<file path="config.mk">
export PLATFORM = sky130hd
export DESIGN_NAME = tap_tempo
export DESIGN_NICKNAME = d
export VERILOG_FILES = /design/src/rtl/tap_tempo.sv
export SDC_FILE = /design/constraint.sdc
export NUM_CORES = 1
export LEC_CHECK = 0
export CORE_ASPECT_RATIO = 1.75
export CORE_MARGIN = 4
export CORE_UTILIZATION = 50
export CTS_CLUSTER_DIAMETER = 40
export DETAILED_ROUTE_END_ITERATION = 10
export HOLD_SLACK_MARGIN = 0.02
export PLACE_DENSITY = 0.66
export REMOVE_ABC_BUFFERS = 1
export SYNTH_ARGS = -nofsm -noshare
export SYNTH_HDL_FRONTEND = slang
export SYNTH_SLANG_ARGS = --single-unit
</file>
<file path="constraint.sdc">
create_clock -name clk -period 3.15 [get_ports clk]
set_input_delay 0.63 -clock clk [delete_from_list [all_inputs] [get_ports clk]]
set_output_delay 0.63 -clock clk [all_outputs]
set_load 0.05 [all_outputs]
</file>
<file path="src/rtl/tap_tempo.sv">
// Tap-tempo input stage.
// A bouncy active-low push-button is synchronised and debounced. The block
// then measures the clock-cycle interval between consecutive presses, and a
// restoring divider turns that interval into beats per minute:
// bpm = floor(60*CLK_HZ / N), clamped to [BPM_MIN, BPM_MAX].
module tap_tempo #(
  parameter int CLK_HZ       = 50_000_000,
  parameter int DEBOUNCE_CYC = 1_000_000,
  parameter int BPM_MIN      = 30,
  parameter int BPM_MAX      = 300,
  parameter int DEFAULT_BPM  = 60,
  parameter int BPM_W        = 9,
  parameter int CNT_W        = 32
) (
  input  logic             clk,
  input  logic             rst_n,
  input  logic             tap_n,
  output logic [BPM_W-1:0] bpm,
  output logic             bpm_valid,
  output logic             armed,
  output logic             busy
);

  // Derived constants. They are computed in 64 bits because 60*CLK_HZ
  // overflows a signed 32-bit int at the default clock rate.
  localparam logic [63:0]      K_WIDE  = 64'd60 * 64'(CLK_HZ);
  localparam logic [CNT_W-1:0] K       = CNT_W'(K_WIDE);
  localparam logic [CNT_W-1:0] MIN_INT = CNT_W'(K_WIDE / 64'(BPM_MAX));
  localparam logic [CNT_W-1:0] MAX_INT = CNT_W'(K_WIDE / 64'(BPM_MIN));

  localparam logic [CNT_W-1:0] BPM_MIN_C   = CNT_W'(BPM_MIN);
  localparam logic [CNT_W-1:0] BPM_MAX_C   = CNT_W'(BPM_MAX);
  localparam logic [BPM_W-1:0] BPM_DEFAULT = BPM_W'(DEFAULT_BPM);

  localparam int               DB_W    = (DEBOUNCE_CYC > 1) ? $clog2(DEBOUNCE_CYC) : 1;
  localparam logic [DB_W-1:0]  DB_LAST = DB_W'(DEBOUNCE_CYC - 1);

  localparam int                STEP_W    = (CNT_W > 1) ? $clog2(CNT_W) : 1;
  localparam logic [STEP_W-1:0] STEP_LAST = STEP_W'(CNT_W - 1);

  typedef enum logic [1:0] {
    S_IDLE   = 2'd0,
    S_ARMED  = 2'd1,
    S_DIVIDE = 2'd2
  } state_t;

  // Input conditioning.
  logic            sync_q1;
  logic            sync_q2;
  logic            db;
  logic [DB_W-1:0] db_cnt;
  logic            tap;

  // Control.
  state_t          state;
  state_t          state_next;
  logic [CNT_W-1:0] int_cnt;
  logic            int_ok;
  logic            int_timeout;
  logic            capture;

  // Divider datapath.
  logic [CNT_W-1:0]  div_den;
  logic [CNT_W-1:0]  div_quo;
  logic [CNT_W-1:0]  div_rem;
  logic [STEP_W-1:0] div_step;
  logic              div_last;
  logic [CNT_W:0]    rem_shift;
  logic              rem_ge;
  logic [CNT_W-1:0]  rem_sub;
  logic [CNT_W-1:0]  rem_next;
  logic [CNT_W-1:0]  quo_next;
  logic [CNT_W-1:0]  q_clamped;

  // Two-flop synchroniser; both stages idle high (button released).
  always_ff @(posedge clk or negedge rst_n) begin
    if (!rst_n) begin
      sync_q1 <= 1'b1;
      sync_q2 <= 1'b1;
    end else begin
      // NOTE: non-blocking assignments make sync_q2 take the old sync_q1,
      // which is what builds the two-stage chain; blocking would merge them.
      sync_q1 <= tap_n;
      sync_q2 <= sync_q1;
    end
  end

  // Debounce: accept a new level only after DEBOUNCE_CYC differing cycles,
  // and pulse tap for one cycle on an accepted press (1 -> 0).
  always_ff @(posedge clk or negedge rst_n) begin
    if (!rst_n) begin
      db     <= 1'b1;
      db_cnt <= '0;
      tap    <= 1'b0;
    end else begin
      tap <= 1'b0;
      if (sync_q2 == db) begin
        db_cnt <= '0;
      end else if (db_cnt == DB_LAST) begin
        db     <= sync_q2;
        db_cnt <= '0;
        tap    <= db;
      end else begin
        db_cnt <= db_cnt + 1'b1;
      end
    end
  end

  // Interval qualification against the accepted tempo window.
  always_comb begin
    // NOTE: every signal gets a value on every path through an always_comb;
    // a missing default here would infer a latch.
    int_ok      = (int_cnt >= MIN_INT) && (int_cnt <= MAX_INT);
    int_timeout = (int_cnt >= MAX_INT);
    capture     = (state == S_ARMED) && tap && int_ok;
    div_last    = (div_step == STEP_LAST);
  end

  // State register.
  always_ff @(posedge clk or negedge rst_n) begin
    if (!rst_n) begin
      state <= S_IDLE;
    end else begin
      state <= state_next;
    end
  end

  // Next-state logic.
  always_comb begin
    state_next = state;
    unique case (state)
      S_IDLE: begin
        if (tap) state_next = S_ARMED;
      end
      S_ARMED: begin
        // A too-short interval simply restarts timing from this tap.
        if (capture)          state_next = S_DIVIDE;
        else if (!tap && int_timeout) state_next = S_IDLE;
      end
      S_DIVIDE: begin
        if (div_last) state_next = S_ARMED;
      end
      default: state_next = S_IDLE;
    endcase
  end

  // Status outputs decoded from state.
  always_comb begin
    armed = 1'b0;
    busy  = 1'b0;
    unique case (state)
      S_ARMED:  armed = 1'b1;
      S_DIVIDE: begin
        armed = 1'b1;
        busy  = 1'b1;
      end
      default: ;
    endcase
  end

  // Interval counter: restarts at 1 on every tap so that the value seen on
  // the next tap equals the tap spacing; it keeps running through DIVIDE.
  always_ff @(posedge clk or negedge rst_n) begin
    if (!rst_n) begin
      int_cnt <= '0;
    end else if (tap) begin
      int_cnt <= CNT_W'(1);
    end else if (state_next == S_IDLE) begin
      int_cnt <= '0;
    end else begin
      int_cnt <= int_cnt + 1'b1;
    end
  end

  // One restoring-division step: shift the next dividend bit into the
  // partial remainder and subtract the divisor when it fits.
  always_comb begin
    rem_shift = {div_rem, div_quo[CNT_W-1]};
    rem_ge    = (rem_shift >= {1'b0, div_den});
    rem_sub   = rem_shift[CNT_W-1:0] - div_den;
    rem_next  = rem_ge ? rem_sub : rem_shift[CNT_W-1:0];
    quo_next  = {div_quo[CNT_W-2:0], rem_ge};
  end

  // Clamp the finished quotient into the displayable tempo range.
  always_comb begin
    q_clamped = quo_next;
    if (quo_next < BPM_MIN_C) begin
      q_clamped = BPM_MIN_C;
    end else if (quo_next > BPM_MAX_C) begin
      q_clamped = BPM_MAX_C;
    end
  end

  // Divider registers: load on an accepted interval, then one bit per cycle.
  // The quotient register starts as the dividend K and fills with result
  // bits from the bottom as the dividend bits shift out of the top.
  always_ff @(posedge clk or negedge rst_n) begin
    if (!rst_n) begin
      // NOTE: datapath registers are reset along with control so that a
      // reset mid-division leaves nothing stale behind; they are plain flops,
      // not a memory array, so the reset costs nothing in inference.
      div_den  <= '0;
      div_quo  <= '0;
      div_rem  <= '0;
      div_step <= '0;
    end else if (capture) begin
      div_den  <= int_cnt;
      div_quo  <= K;
      div_rem  <= '0;
      div_step <= '0;
    end else if (state == S_DIVIDE) begin
      div_rem  <= rem_next;
      div_quo  <= quo_next;
      div_step <= div_step + 1'b1;
    end
  end

  // Result register: publish the clamped quotient with a one-cycle strobe.
  always_ff @(posedge clk or negedge rst_n) begin
    if (!rst_n) begin
      bpm       <= BPM_DEFAULT;
      bpm_valid <= 1'b0;
    end else begin
      bpm_valid <= 1'b0;
      if ((state == S_DIVIDE) && div_last) begin
        bpm       <= BPM_W'(q_clamped);
        bpm_valid <= 1'b1;
      end
    end
  end

endmodule

</file>
==> results of run 1 <==
cell families (layout without fill, tap and decap cells):
kind of cell,after synthesis,count (layout)
and+or+nand+nor,405,405
AOI/OAI and AO/OA,215,215
DFF,169,169
buffers and inverters,109,135
xor gates and xnor gates,69,69
adders and majority gates,42,42
muxes,36,36
power breakdown:
group | leakage (nW) | switching, W | internal [W]
combinational | 2.17 | 0.0000492 | 0.0000125
clock | 0.300 | 0.000931 | 0.00130
sequential | 2.33 | 0.00000355 | 0.00218
per-stage QoR:
stage                     area [um^2]  hold slack (ns)  worst slack (ns)   util
after floorplan                  9350            0.334             -1.96      -
after detailed placement        10100            0.352             0.124  0.537
after CTS                       10700            0.256             0.108  0.570
after global routing            10700            0.279           -0.0642  0.572
final                           10700            0.224             0.153  0.572
after global placement          10100            0.346             0.184  0.537
cell type report:
| class | count | share of cell area |
|---|---|---|
| clock inverter | 13 | 0.0168 |
| sequential | 169 | 0.395 |
| clock buffer | 19 | 0.0413 |
| tap | 238 | 0.0278 |
| multi-input combinational | 767 | 0.460 |
| timing repair buffer | 43 | 0.0382 |
| inverter | 60 | 0.0210 |
per-layer routing:
metal,GRT usage,up-vias
li1,-,3686
met1,0.235,3635
met2,0.414,80
met3,0.0301,35
met4,0.0888,0
met5,0,-
cells in the mapped netlist, drive strengths merged (4+ instances only):
library cell	instances
a211o	4
nand3	29
clkbuf	32
xnor2	29
a21boi	6
nand2b	10
nand2	108
a21o	10
nor2	157
inv	60
dfrtp	162
nor3	14
dfstp	7
nor4	11
o211a	8
nand3b	4
a31oi	8
a311oi	4
or2	5
o21a	4
o211ai	13
and3	22
o21ai	46
o31ai	6
a211oi	27
a21oi	48
or3	6
ha	41
mux2i	35
nor3b	5
nand4	17
xor2	40
buf	17
flip-flops by register name, indices dropped and copies added, names as in the netlist:
name,count
tap,1
sync_q2,1
int_cnt,32
div_quo,32
sync_q1,1
db,1
state,2
div_rem,32
div_step,5
bpm_valid,1
db_cnt,20
bpm,9
div_den,32
worst min path at each step:
stage | from | to | depth (start not counted)
2_1_floorplan | rst_n | bpm[0] | 0
3_3_place_gp | sync_q1 | sync_q2 | 0
3_5_place_dp | sync_q1 | sync_q2 | 0
4_1_cts | rst_n | div_den[6] | 1
5_1_grt | rst_n | div_den[6] | 1
6_report | rst_n | int_cnt[8] | 1
repair_timing:
item                       in CTS  in global routing
gates resized for setup         0                  6
setup buffers                   0                  2
setup endpoints to repair       0                 22
==> qor.csv, run 1 <==
stage,metric,value,unit
setup_path,peak per-stage delay on the critical path,0.48,ns
clocking,CTS Buf Count,17,
yosys,main combinational cell family by area after synthesis,simple AND/OR/NAND/NOR gates,
yosys,Post-Synth Adder-Cell Area,0.0557,
yosys,Synth Flop Type,dfrtp_1,
setup_path,Arrival @ worst endpoint,3.34,ns
drt,total iterations of the first detailed-routing run,6,
setup_path,Worst Path Required,3.49,ns
yosys,number of synthesized register bits,169,
sta,RSZ-0062 raised after global routing,yes,
yosys,"EDFF count, synth",0,
yosys,unique cell type count in the Yosys netlist,74,
layout,area delta synth->final,12.0,%
sta,Setup-failing EPs final,0,
layout,share of cells above drive strength 1,0.0887,
layout,Layout Cells excl Fill,1309,
sta,actual slew at the worst max-slew pin,0.731,ns
drt,Detailed Route Iter0 Violations,409,
yosys,area share of xor/xnor cells in the synthesized design,0.0631,
pwr,Leak,4.80,nW
sta,"Hold Vio Cnt, Final",0,
drt,WL met3,394,um
yosys,synth top area cells,"dfrtp_1, nor2_1, ha_1",
layout,antenna diode count,0,
sta,FMAX,0.334,GHz
hold_path,Hold WC Path Type,input pin to async pin,
drt,total routed wirelength,22200,um
grt,All-Layer GR Usage,0.217,
run,max cap viols,0,
yosys,Post-Synth Simple-Gate Area,0.197,
die,die width,113,um
setup_path,Critical Path Sink Type,flop,
placed_design,PortBufs,14,
yosys,Mapped Cells,1045,
pwr,Total Power,0.00447,W
grt,number of global-route vias before repair,7801,
setup_path,CP top delay family,compound AO/OA/AOI/OAI gates,
clocking,H-tree depth,4,
setup_path,R2R depth,11,
sta,Final Max Slew Viols,0,
die,Die Area,21500,um^2
grt,first-pass GRT wire length,37800,um
clocking,hold_buf cts,0,
setup_path,reg2reg end,div_rem[16],
setup_path,WP depth,11,
yosys,post-synthesis compound-gate area fraction,0.157,
yosys,synth warn,0,
setup_path,CP Launch Type,flop,
placed_design,hpwl dp,15800,um
setup_path,reg2reg start,div_den[0],
drt,DR WL met2,12300,um
setup_path,R2R setup slack,0.15,ns
clocking,Clock Tree Buf Depth,2,
layout,multi-input logic area,4930,um^2
layout,nets,1103,
drt,WL per Instance,16.9,um
layout,"commonest cells after routing, fill and taps aside","dfrtp_1, nor2_1, nand2_1",
drt,DR top layer,met4,
drt,Final ANT Viol Nets,0,
drt,DR vias,7436,
clocking,CTS tree,built,
drt,vias per cell,5.68,
yosys,Post-synth ARST share,1.00,
setup_path,crit path launch,div_den[0],
clocking,later-pin clock latency in the skew report,0.44,ns
die,io pins,15,
setup_path,worst-path fanout max,3,
sta,setup TNS,0,ns
setup_path,Worst Setup EP,div_rem[16],
sta,fin crit period,3.00,ns
layout,fill cell count,1655,
clocking,CTS root buf,clkbuf_16,
drt,DRC viols,0,
die,die height,191,um
setup_path,crit-path cells,ha_1 -> fa_1 -> nand2b_1 -> a21oi_2 -> a211o_1 -> a311o_1 -> a21o_1 -> a21oi_2 -> or4b_1 -> a31o_1 -> a311oi_2,
layout,register area,4240,um^2
setup_path,Crit-path slowest cell,or4b_1,
sta,period utilization,0.951,
yosys,cell accounting for the most synthesized area,dfrtp_1,
setup_path,CP Buf/Inv Count,0,
placed_design,Final Wtd Congestion,0.844,
sta,clk_skew,0.0113,ns
setup_path,cell mode on critical path,a21oi_2,
layout,"leading cell type in the layout, fill and taps excluded",dfrtp_1,
grt,initial antenna violation count,0,
outcome,status,finished clean,
clocking,Sinks on Clock Net,169,
pwr,PwrDens,417,nW/um^2
placed_design,Placed Cells,1275,
sta,worst rel slew slack,0.513,
drt,DRT met1 WL,8730,um
yosys,Yosys top cell area share,0.423,
yosys,syn avg cell area,9.16,um^2
grt,largest net degree at the start of global routing,73,
grt,Overflow after GRT,0,
yosys,"Cell Area, Synth",9570,um^2
die,initial core utilization,0.511,
die,Rows,66,
yosys,sequential element share of the synthesized area,0.443,
die,core footprint,18700,um^2
yosys,mux share of post-synthesis cell area,0.0378,
setup_path,Crit Path Class,flop to flop,
clocking,"Reg clk slew, reported paths",0.07,ns
pwr,maximum vdd drop,0.426,mV
Power figures use the tool's default switching activity.
==> run 2: changes to the inputs <==
- clock period: 3.15 -> 3.1 ns (I/O delays scaled with it)
==> run 2 against run 1 <==
Register-to-register slack improved by 0.03 ns. First-iteration DRC count decreased by 8.1%. Sequential share of layout area down 0.064 points. Clock power barely moved. Final area increased by 0.16%. Hold slack worse by 0.055 ns. Cell count is 0.31% lower. Worst setup slack gained 0.030 ns. Critical endpoint is now div_rem[20].
==> qor.csv, run 2 (synthesis gave the netlist of run 1 again) <==
stage,metric,value,unit,change
pwr,Leak,4.80,nW,about the same
pwr,Sw Pwr,0.00100,W,was 0.000983 W
setup_path,Arrival @ worst endpoint,3.19,ns,was 3.34 ns
clocking,CTS root buf,clkbuf_16,,unchanged
setup_path,CP Buf/Inv Count,1,,was 0
pwr,Clk pwr share,0.492,,was 0.498
sta,worst rel slew slack,0.355,,was 0.513
die,Rows,66,,unchanged
setup_path,WP depth,11,,unchanged
setup_path,Critical Path Sink Type,flop,,unchanged
layout,area delta synth->final,12.2,%,was 12.0%
clocking,CTS Buf Count,17,,unchanged
clocking,"Reg clk slew, reported paths",0.07,ns,about the same
layout,register area,4240,um^2,unchanged
placed_design,Final Wtd Congestion,0.853,,was 0.844
sta,actual slew at the worst max-slew pin,0.968,ns,was 0.731 ns
die,io pins,15,,unchanged
layout,fill cell count,1638,,was 1655
drt,total routed wirelength,21800,um,was 22200 um
sta,setup TNS,0,ns,unchanged
setup_path,peak per-stage delay on the critical path,0.41,ns,was 0.48 ns
die,die height,191,um,unchanged
layout,share of cells above drive strength 1,0.0900,,was 0.0887
clocking,H-tree depth,4,,unchanged
grt,largest net degree at the start of global routing,76,,was 73
pwr,Flop pwr share,0.495,,was 0.488
clocking,later-pin clock latency in the skew report,0.44,ns,about the same
grt,Overflow after GRT,0,,unchanged
setup_path,crit path launch,div_rem[7],,was div_den[0]
pwr,Total Power,0.00448,W,was 0.00447 W
die,die width,113,um,unchanged
drt,Final ANT Viol Nets,0,,unchanged
hold_path,Hold WC Path Type,input pin to async pin,,unchanged
grt,All-Layer GR Usage,0.215,,was 0.217
drt,WL per Instance,16.7,um,was 16.9 um
layout,"leading cell type in the layout, fill and taps excluded",dfrtp_1,,unchanged
die,core footprint,18700,um^2,unchanged
clocking,Sinks on Clock Net,169,,unchanged
pwr,Pint,0.00347,W,was 0.00348 W
setup_path,Crit Path Class,flop to flop,,unchanged
setup_path,Crit-path slowest cell,dfrtp_1,,was or4b_1
die,initial core utilization,0.511,,unchanged
sta,Final Max Slew Viols,0,,unchanged
sta,clk_skew,0.0117,ns,was 0.0113 ns
sta,"Hold Vio Cnt, Final",0,,unchanged
placed_design,Place WS,0.117,ns,was 0.124 ns
outcome,status,finished clean,,unchanged
pwr,combinational power share,0.014,,about the same
die,Die Area,21500,um^2,unchanged
setup_path,CP top delay family,compound AO/OA/AOI/OAI gates,,unchanged
setup_path,Worst Path Required,3.38,ns,was 3.49 ns
clocking,CTS tree,built,,unchanged
clocking,Clock Tree Buf Depth,2,,unchanged
setup_path,reg2reg start,div_rem[7],,was div_den[0]
drt,DR vias,7394,,was 7436
layout,antenna diode count,0,,unchanged
sta,FMAX,0.343,GHz,was 0.334 GHz
placed_design,hpwl dp,15700,um,was 15800 um
grt,number of global-route vias before repair,7563,,was 7801
grt,first-pass GRT wire length,37300,um,was 37800 um
drt,total iterations of the first detailed-routing run,4,,was 6
drt,vias per cell,5.67,,was 5.68
layout,nets,1099,,was 1103
sta,Final WS setup,0.183,ns,was 0.153 ns
run,max cap viols,0,,unchanged
drt,Detailed Route Iter0 Violations,376,,was 409
setup_path,CP Launch Type,flop,,unchanged
setup_path,worst-path fanout max,12,,was 3
pwr,PwrDens,417,nW/um^2,about the same
setup_path,R2R depth,11,,unchanged
sta,period utilization,0.941,,was 0.951
drt,DRC viols,0,,unchanged
layout,multi-input logic area,4970,um^2,was 4930 um^2
grt,initial antenna violation count,0,,unchanged
layout,"commonest cells after routing, fill and taps aside","dfrtp_1, nor2_1, nand2_1",,unchanged
sta,fin crit period,2.92,ns,was 3.00 ns
sta,Setup-failing EPs final,0,,unchanged
setup_path,crit-path cells,ha_1 -> a21oi_1 -> o221ai_1 -> a31o_2 -> o31ai_2 -> a21oi_2 -> nor2_4 -> buf_6 -> nor2_1 -> a21oi_1 -> a211oi_1,,was ha_1 -> fa_1 -> nand2b_1 -> a21oi_2 -> a211o_1 -> a311o_1 -> a21o_1 -> a21oi_2 -> or4b_1 -> a31o_1 -> a311oi_2
pwr,switching share of total power,0.224,,was 0.220
placed_design,PortBufs,14,,unchanged
setup_path,cell mode on critical path,a21oi_1,,was a21oi_2
pwr,maximum vdd drop,0.474,mV,was 0.426 mV
run 2: cell types whose count changed in the layout (fill, tap and decap cells not counted), sizes merged:
cell,previous run,this run
buf,30,26
clkinv,0,3
inv,68,65
bufinv,3,2
clkinvlp,2,3
run 2: path summary, 6_finish.rpt:
path	end	slack [ns]
setup / recovery	div_rem[20]	0.18
min in group clk	sync_q2	0.36
setup reg to reg	div_rem[20]	0.18
max in group asynchronous	bpm[3]	2.12
hold reg to reg	sync_q2	0.36
hold / removal	int_cnt[4]	0.17
run 2: cell type report:
cell class	instances	area share
timing repair buffer	39	0.0372
clock buffer	19	0.0422
clock inverter	13	0.0147
tap	238	0.0277
sequential	169	0.395
multi-input combinational	767	0.463
inverter	60	0.0210
run 2: metrics by stage:
step / hold slack [ns] / utilization / instances / cell area [um^2]
global placement: 0.346 / 0.535 / 1268 / 10000
detailed placement: 0.350 / 0.535 / 1268 / 10000
CTS: 0.194 / 0.567 / 1300 / 10600
floorplan: 0.324 / - / 996 / 9350
global route: 0.212 / 0.573 / 1305 / 10700
finish: 0.169 / 0.573 / 1305 / 10700
run 2: per-layer routing:
layer  part of all wire  wire [um]  vias to the layer above  GRT usage
li1                   -          -                     3674          -
met1               0.40       8660                     3605      0.245
met2               0.56      12100                       75      0.400
met3              0.017        378                       40     0.0272
met4              0.030        659                        0     0.0893
met5                  0          0                        -          0
run 2: what timing repair did:
action / CTS / global route
gates resized for setup: 0 / 15
endpoints found under the setup margin: 0 / 20
hold buffers: 0 / 0
setup buffers: 0 / 5
run 2: power groups by stage:
stage	combinational, W	clock [W]	sequential [W]
final	0.0000607	0.00220	0.00221
after global routing	0.0000724	0.00234	0.00221
after CTS	0.0000646	0.00225	0.00221
after detailed placement	0.0000646	0	0.00226
after global placement	0.0000646	0	0.00226
after floorplan	0.00000825	0	0.00226
